--- src/rtl/priv_1_12_trap_sequencer_pkg.sv ---
// Shared privilege-block types and constants for the trap entry/return sequencer.
package priv_1_12_trap_sequencer_pkg;

  typedef enum logic [1:0] {
    StIdle     = 2'd0,
    StDrain    = 2'd1,
    StSettle   = 2'd2,
    StRedirect = 2'd3
  } trap_seq_state_t;

  typedef enum logic {
    KindTrap = 1'b0,
    KindRet  = 1'b1
  } trap_kind_t;

  localparam logic [1:0] MTVEC_MODE_DIRECT   = 2'd0;
  localparam logic [1:0] MTVEC_MODE_VECTORED = 2'd1;

endpackage

--- src/rtl/priv_1_12_trap_target.sv ---
// Combinational redirect target from kind, mtvec, mcause and mepc.
// Vectored interrupt dispatch is built only when PRIV_VECTORED_TRAP_EN is defined.
module priv_1_12_trap_target
  import priv_1_12_trap_sequencer_pkg::*;
(
  input  trap_kind_t  kind_i,
  input  logic [31:0] mtvec_i,
  input  logic [31:0] mcause_i,
  input  logic [31:0] mepc_i,
  output logic [31:0] target_o
);

  logic [31:0] base;

  assign base = {mtvec_i[31:2], 2'b00};

`ifdef PRIV_VECTORED_TRAP_EN
  logic unused_bits;
  assign unused_bits = ^{mepc_i[1:0], mcause_i[30]};

  always_comb begin
    target_o = base;
    if (kind_i == KindRet) begin
      target_o = {mepc_i[31:2], 2'b00};
    end else if (mtvec_i[1:0] == MTVEC_MODE_VECTORED && mcause_i[31]) begin
      // cause << 2 truncated to 32 bits; wrap past 2^32 is intentional
      target_o = base + {mcause_i[29:0], 2'b00};
    end
  end
`else
  logic unused_bits;
  assign unused_bits = ^{mepc_i[1:0], mtvec_i[1:0], mcause_i};

  always_comb begin
    target_o = base;
    if (kind_i == KindRet) begin
      target_o = {mepc_i[31:2], 2'b00};
    end
  end
`endif

endmodule

--- src/rtl/priv_1_12_trap_sequencer.sv ---
// Trap entry / mret sequencer: stall fetch, drain, settle one cycle, then hold a redirect
// until fetch acknowledges. Vectored dispatch is enabled by PRIV_VECTORED_TRAP_EN.
module priv_1_12_trap_sequencer
  import priv_1_12_trap_sequencer_pkg::*;
#(
  parameter int unsigned DRAIN_MAX = 32
) (
  input  logic        CLK,
  input  logic        nRST,
  input  logic        intr,
  input  logic        mret,
  input  logic        sret,
  input  logic        uret,
  input  logic        pipe_clear,
  input  logic [31:0] curr_mtvec,
  input  logic [31:0] curr_mcause,
  input  logic [31:0] curr_mepc,
  input  logic        redirect_ack,
  output logic        insert_pc,
  output logic [31:0] priv_pc,
  output logic        hold_fetch,
  output logic        busy,
  output logic        trap_taken,
  output logic        ret_taken,
  output logic        drain_err
);

  // Counter saturates one above the error threshold so drain_err fires only once.
  localparam int unsigned CntW = $clog2(DRAIN_MAX + 1);
  localparam logic [CntW-1:0] CntErr = CntW'(DRAIN_MAX - 1);
  localparam logic [CntW-1:0] CntSat = CntW'(DRAIN_MAX);

  trap_seq_state_t state_q, state_d;
  trap_kind_t      kind_q, kind_d;
  logic [CntW-1:0] cnt_q, cnt_d;
  logic [31:0]     pc_q, pc_d;
  logic [31:0]     target;

  logic unused_xret;
  assign unused_xret = ^{sret, uret};

  priv_1_12_trap_target u_target (
    .kind_i   (kind_q),
    .mtvec_i  (curr_mtvec),
    .mcause_i (curr_mcause),
    .mepc_i   (curr_mepc),
    .target_o (target)
  );

  always_comb begin
    state_d    = state_q;
    kind_d     = kind_q;
    cnt_d      = cnt_q;
    pc_d       = pc_q;
    drain_err  = 1'b0;
    trap_taken = 1'b0;
    ret_taken  = 1'b0;

    case (state_q)
      StIdle: begin
        cnt_d = '0;
        if (intr) begin
          state_d = StDrain;
          kind_d  = KindTrap;
        end else if (mret) begin
          state_d = StDrain;
          kind_d  = KindRet;
        end
      end
      StDrain: begin
        if (pipe_clear) begin
          state_d = StSettle;
          cnt_d   = '0;
        end else begin
          drain_err = (cnt_q == CntErr);
          if (cnt_q != CntSat) begin
            cnt_d = cnt_q + 1'b1;
          end
        end
      end
      StSettle: begin
        pc_d    = target;
        state_d = StRedirect;
      end
      StRedirect: begin
        if (redirect_ack) begin
          state_d    = StIdle;
          trap_taken = (kind_q == KindTrap);
          ret_taken  = (kind_q == KindRet);
        end
      end
      default: state_d = StIdle;
    endcase
  end

  always_ff @(posedge CLK) begin
    if (!nRST) begin
      state_q <= StIdle;
      kind_q  <= KindTrap;
      cnt_q   <= '0;
      pc_q    <= '0;
    end else begin
      state_q <= state_d;
      kind_q  <= kind_d;
      cnt_q   <= cnt_d;
      pc_q    <= pc_d;
    end
  end

  assign busy       = (state_q != StIdle);
  assign hold_fetch = (state_q != StIdle);
  assign insert_pc  = (state_q == StRedirect);
  assign priv_pc    = pc_q;

endmodule

--- config.mk ---
export PLATFORM = sky130hd
export DESIGN_NAME = priv_1_12_trap_sequencer
export DESIGN_NICKNAME = d
export VERILOG_FILES = /design/src/rtl/priv_1_12_trap_sequencer_pkg.sv /design/src/rtl/priv_1_12_trap_target.sv /design/src/rtl/priv_1_12_trap_sequencer.sv
export SDC_FILE = /design/constraint.sdc
export NUM_CORES = 1
export LEC_CHECK = 0
export BUFFER_PORTS_ARGS = -buffer_cell sky130_fd_sc_hd__buf_2
export CAP_MARGIN = 40
export CORE_AREA = 2 2 76 78
export DETAILED_ROUTE_END_ITERATION = 7
export DIE_AREA = 0 0 78 80
export PLACE_DENSITY = 0.8
export RECOVER_POWER = 50
export SETUP_SLACK_MARGIN = 0.15
export SLEW_MARGIN = 5
export SYNTH_ARGS = -nofsm -noshare
export SYNTH_HDL_FRONTEND = slang
export SYNTH_SLANG_ARGS = --single-unit
--- constraint.sdc ---
create_clock -name CLK -period 1.6 [get_ports CLK]
set_input_delay 0.16 -clock CLK [delete_from_list [all_inputs] [get_ports CLK]]
set_output_delay 0.16 -clock CLK [all_outputs]
set_load 0.005 [all_outputs]
### Word level (Yosys, flattened, before mapping)

Index checks and enable logic that the tools add are counted.

| word-level totals | value |
|---|---|
| bits of input ports | 104 |
| output and inout bits | 38 |
| bits in registers | 41 |
| word-level logic and storage cells | 39 |

| operators by class | value |
|---|---|
| reductions and logical operators | 7 |
| equality and inequality tests | 9 |
| mux-type cells | 17 |
| bitwise gates (word level) | 1 |
| add/subtract/negate cells | 1 |

Operator list:

| kind | number |
|---|---|
| $mux 32 | 1 |
| $mux 6 | 2 |
| $pmux 6 s2 | 1 |
| $mux 1 | 8 |
| $mux 2 | 4 |
| $pmux 2 s4 | 1 |
| $add 6x1->6 const B | 1 |
| $eq 6x5->1 const B | 1 |
| $ne 3x3->1 const B | 2 |
| $ne 6x6->1 const B | 1 |
| $reduce_bool 2->1 | 3 |
| $eq 2x2->1 const B | 2 |
| $ne 2x2->1 const B | 2 |
| $reduce_and 2->1 | 2 |
| $reduce_and 3->1 | 1 |
| $eq 2x1->1 const B | 1 |
| $logic_not 2->1 | 1 |
| $not 1->1 | 1 |

### Logic depth before layout (Yosys ltp)

| depth | value |
|---|---|
| word-level depth | 4 |
| depth in mapped cells | 6 |

### Hierarchy

A second synthesis with hierarchy kept.

| unflattened totals | value |
|---|---|
| cells, all modules | 204 |
| area, all modules | 2184.6 um^2 |

By module, submodules not included:

| module | cells each | instances | area each (um^2) |
|---|---|---|---|
| priv_1_12_trap_sequencer | 168 | 1 | 1681.6 |
| priv_1_12_trap_target | 36 | 1 | 503.0 |

### Least setup slack after synthesis

Ideal clock, no wire load.

| timing | value |
|---|---|
| path type | register to register |
| from | reg state_q[1] |
| to | reg state_q[1] |
| stages on the path, launching flop included | 7 |
| path slack | 0.063 ns |
| path buffers | 1 |
| arrival time | 1.466 ns |
| period minus slack after synthesis | 1.537 ns |
| cell sequence | dfxtp_1 > inv_1 > ha_1 > nor2b_4 > buf_6 > or4b_1 > a21oi_1 |

| on the way | value |
|---|---|
| longest elaborated chain between the ends | 3 |
| elaborated cells on any way between the ends | 9 |
| classes of those cells | eq/ne: 6; mux: 1; reduce/logical: 2 |

Ends and longest elaborated chain:

| what | RTL line | source |
|---|---|---|
| from (decl) | priv_1_12_trap_sequencer.sv:33 | `trap_seq_state_t state_q, state_d;` |
| from (signal assigned) | priv_1_12_trap_sequencer.sv:98 | `state_q <= StIdle;` |
| from (signal assigned) | priv_1_12_trap_sequencer.sv:103 | `state_q <= state_d;` |
| $eq 2x2->1, or another cell as far along | priv_1_12_trap_sequencer.sv:59 | `case (state_q)` |
| $ne 2x2->1 (no source line) or $ne 3x3->1 (tied branches) | - |  |
| $reduce_and 3->1 (no source line) | - |  |

Parallel ways exist; a longest one is shown, timed or not.
A chain may end at the register's enable or synchronous reset.

### Worst setup path in the final report

Same ends and word-level chain as after synthesis.

==> run summary <==
The classification of the worst setup path is reg -> reg. The number of antenna violations at the first check in global routing is 0. The peak supply drop is 0.000627 V. Traced cell by cell, the critical path runs through inv_4 > ha_4 > nor2b_4 > buf_12 > or4b_1 > a21oi_1. The CTS buffer count came out at 5.

Along the worst path, the maximum fanout reaches 6. The post-layout instance area is between 2000 and 3000 um2. The number of port buffers is 101.

The total of max-cap violations came out at 0. Buffers inserted to repair hold after CTS numbered 0. The area of the core is ~5400 um2. The count of buffering cells on the critical path with inverters included came out at 2. In this run the cell area measured after placement is ~2500 um2. The initial standard-cell utilization of the core is roughly a third. The maximum clock frequency came out at around 670 MHz.

The total number of vias is 1800. The summed negative setup slack over all endpoints is 0 ns. The largest total area in the synthesized netlist belongs to sky130_fd_sc_hd__dfxtp_1. The detailed placer's ending HPWL came out at around 3300 um. In the synthesized netlist the dominant register cell turns out to be sky130_fd_sc_hd__dfxtp_1.

The synthesis-to-layout area growth is 39.4%. The tightest min-delay check is of the in -> reg type. The height of the die came out at roughly 80 um. Setup slack on the critical path of the routed design comes to ~0.1 ns. The horizontal die dimension came out at 78 um.

The number of violations reported at the end of detailed-routing iteration 0 is 36. The clock transition at the registers of the reported paths came out at 0.08 ns. Ranked by instance count, the synthesized netlist is headed by sky130_fd_sc_hd__dfxtp_1, sky130_fd_sc_hd__nor2_1, sky130_fd_sc_hd__mux2i_1, sky130_fd_sc_hd__a211oi_1, sky130_fd_sc_hd__clkbuf_1. The flow ran to the end, and the final reports show no timing, DRC or antenna violations. The share of the synthesized area in the top cell type came out at a little over two fifths. The worst-case clock buffer depth came out at 2.

The number of rows in the core area is 27. The count of flip-flops with a built-in enable after synthesis came out at 0. The total global routing overflow came out at 0. The final critical path time including I/O delays and setup came out at 1.50 ns. The number of levels the H-tree was split into came out at 2. Routability-driven placement finished with a final weighted congestion of between 0.7 and 0.8.

The required time at the endpoint of the critical path is around 1.8 ns. TritonCTS built the clock tree. The first-pass detailed-route iteration total came out at 4. Setup repair after global routing could not meet its margin everywhere. The final period utilization came out at between 90% and 100%. The worst setup path is launched from a flip-flop. For this design the static power due to leakage is 1.11 nW. The first-pass GRT wire length is ~7000 um. The final count of hold timing violations is 0.

Dividing the detail-routed wire length by the instance count gives between 10 and 15 um. The mean instance size in the synthesized netlist is approximately 9.3 um2. Sequential elements use 41.7% of the synthesized area. The total power divided by cell area came out at roughly 1500 nW/um2. The number of storage elements in the synthesis netlist came out at 39. Between clock sinks in the finished design, the worst skew comes to 0.00443 ns. The total die area came out at 6240 um2. The cell class contributing the biggest share of worst-path delay is simple AND/OR/NAND/NOR gates.

The tree is rooted in a sky130_fd_sc_hd__clkbuf_8. The clock insertion delay at the later pin of the skew report is 0.29 ns. The total routing resource utilization after global routing is between 10% and 20%. Of all flip-flops after synthesis, the portion carrying an async set or reset was 0%. 0 antenna diodes ended up in the layout. The clock sink count is 39.

The dominant cell by count in the synthesized netlist is sky130_fd_sc_hd__dfxtp_1. The via count of the first global-routing pass is about 1600. The distinct cell type count after synthesis came out at 30. The synthesized area is about 1900 um2. The number of setup violations in the final report came out at 0. The number of instances in the synthesized netlist is around 200. The longest individual stage delay on the worst path came out at 0.49 ns. In the final design database the tool counted 413 nets. The core utilization of the finished layout came out at between 40% and 50%. For this run, design rule violations remaining after detail routing come to 0. Using the TritonRoute via totals, the vias-per-cell ratio works out to around 4.8. The max-slew violation total from the final report is 0. For this block, the routed nets add up to 4440 um of wire. The worst setup path is captured at a flip-flop. Entering global routing, the biggest net connects 44 pins. Timing analysis after detailed placement gives a worst setup slack of 0.0761 ns. The count of pins on the block boundary is between 100 and 150.

The cell type of the slowest stage on the worst timing path is sky130_fd_sc_hd__or4b_1. By area the synthesized netlist is led by sky130_fd_sc_hd__dfxtp_1, sky130_fd_sc_hd__mux2i_1, sky130_fd_sc_hd__a211oi_1. The arrival time of the worst setup path came out at between 1.5 and 2 ns. Of the cells placed in the final design, the portion with a size suffix greater than 1 is between 30% and 40%.

The number of warnings issued by yosys came out at 0. The count of antenna-violating nets left after detailed routing is 0.
## layout make-up
cell class | count | area (um2)
timing repair buffer | 112 | 602
sequential | 39 | 787
multi-input combinational | 139 | 1020
clock inverter | 3 | 20.0
clock buffer | 5 | 68.8
tap | 72 | 90.1
fill | 553 | 2790
inverter | 6 | 25.0
## state kept, by name, summed over array words and instances, names as in the netlist
signal	flops
cnt_q	6
kind_q	1
priv_pc	30
state_q	2
## timing repair
action	4_1_cts	5_1_grt
pin swaps	3	2
setup endpoints to repair	6	19
endpoints found under the hold margin	0	0
setup buffers	5	0
resized for setup	2	6
## where the power goes
group / switching, W / total (W) / internal, W
clock: 0.000351 / 0.000654 / 0.000303
sequential: 0.000184 / 0.00149 / 0.00130
combinational: 0.000923 / 0.00184 / 0.000912
total: 0.00146 / 0.00398 / 0.00252
## path summary, 6_finish.rpt
kind	startpoint	endpoint	slack (ns)	cells past startpoint
max	state_q[1]	state_q[1]	0.10	6
min	intr	kind_q	0.06	2
max reg2reg	state_q[1]	state_q[1]	0.10	6
min reg2reg	priv_pc[25]	priv_pc[25]	0.48	2
## routing by layer
layer  track usage [%]  vias up  wire length, um
met3              4.30        6              305
met5                 0        -                0
li1                  -      921                -
met4              5.26        0               54
met2              25.7       69             2190
met1              16.5      804             1890
## layout by cell type (no fill, tap or decap), types with 3 or more instances in the layout
cell type / instances
sky130_fd_sc_hd__ha_1: 4
sky130_fd_sc_hd__dfxtp_1: 36
sky130_fd_sc_hd__nor2_1: 33
sky130_fd_sc_hd__mux2i_1: 32
sky130_fd_sc_hd__nand2_1: 6
sky130_fd_sc_hd__clkbuf_8: 5
sky130_fd_sc_hd__a21oi_1: 5
sky130_fd_sc_hd__clkbuf_1: 12
sky130_fd_sc_hd__buf_4: 8
sky130_fd_sc_hd__a211oi_1: 31
sky130_fd_sc_hd__o21ai_0: 3
sky130_fd_sc_hd__buf_2: 89
sky130_fd_sc_hd__inv_1: 4
## kinds of logic (layout without fill, tap and decap cells)
family | count (synthesis) | in the layout | share of synthesized area, %
simple gates | 52 | 52 | 13.1
compound gates | 46 | 46 | 17.4
flops | 39 | 39 | 41.7
mux | 32 | 32 | 17.1
buf+inv | 24 | 126 | 6.08
fa+ha+maj | 6 | 6 | 4.01
other cells | 1 | 2 | 0.200
xor+xnor | 1 | 1 | 0.468
## stage by stage
step	total power (W)	cells	hold slack, ns
global route	0.00432	376	0.0651
floorplan	0.00263	202	0.260
detailed placement	0.00323	363	0.378
global placement	0.00318	363	0.377
CTS	0.00402	376	0.0585
finish	0.00398	376	0.0613
(Power assumes the default switching activity.)
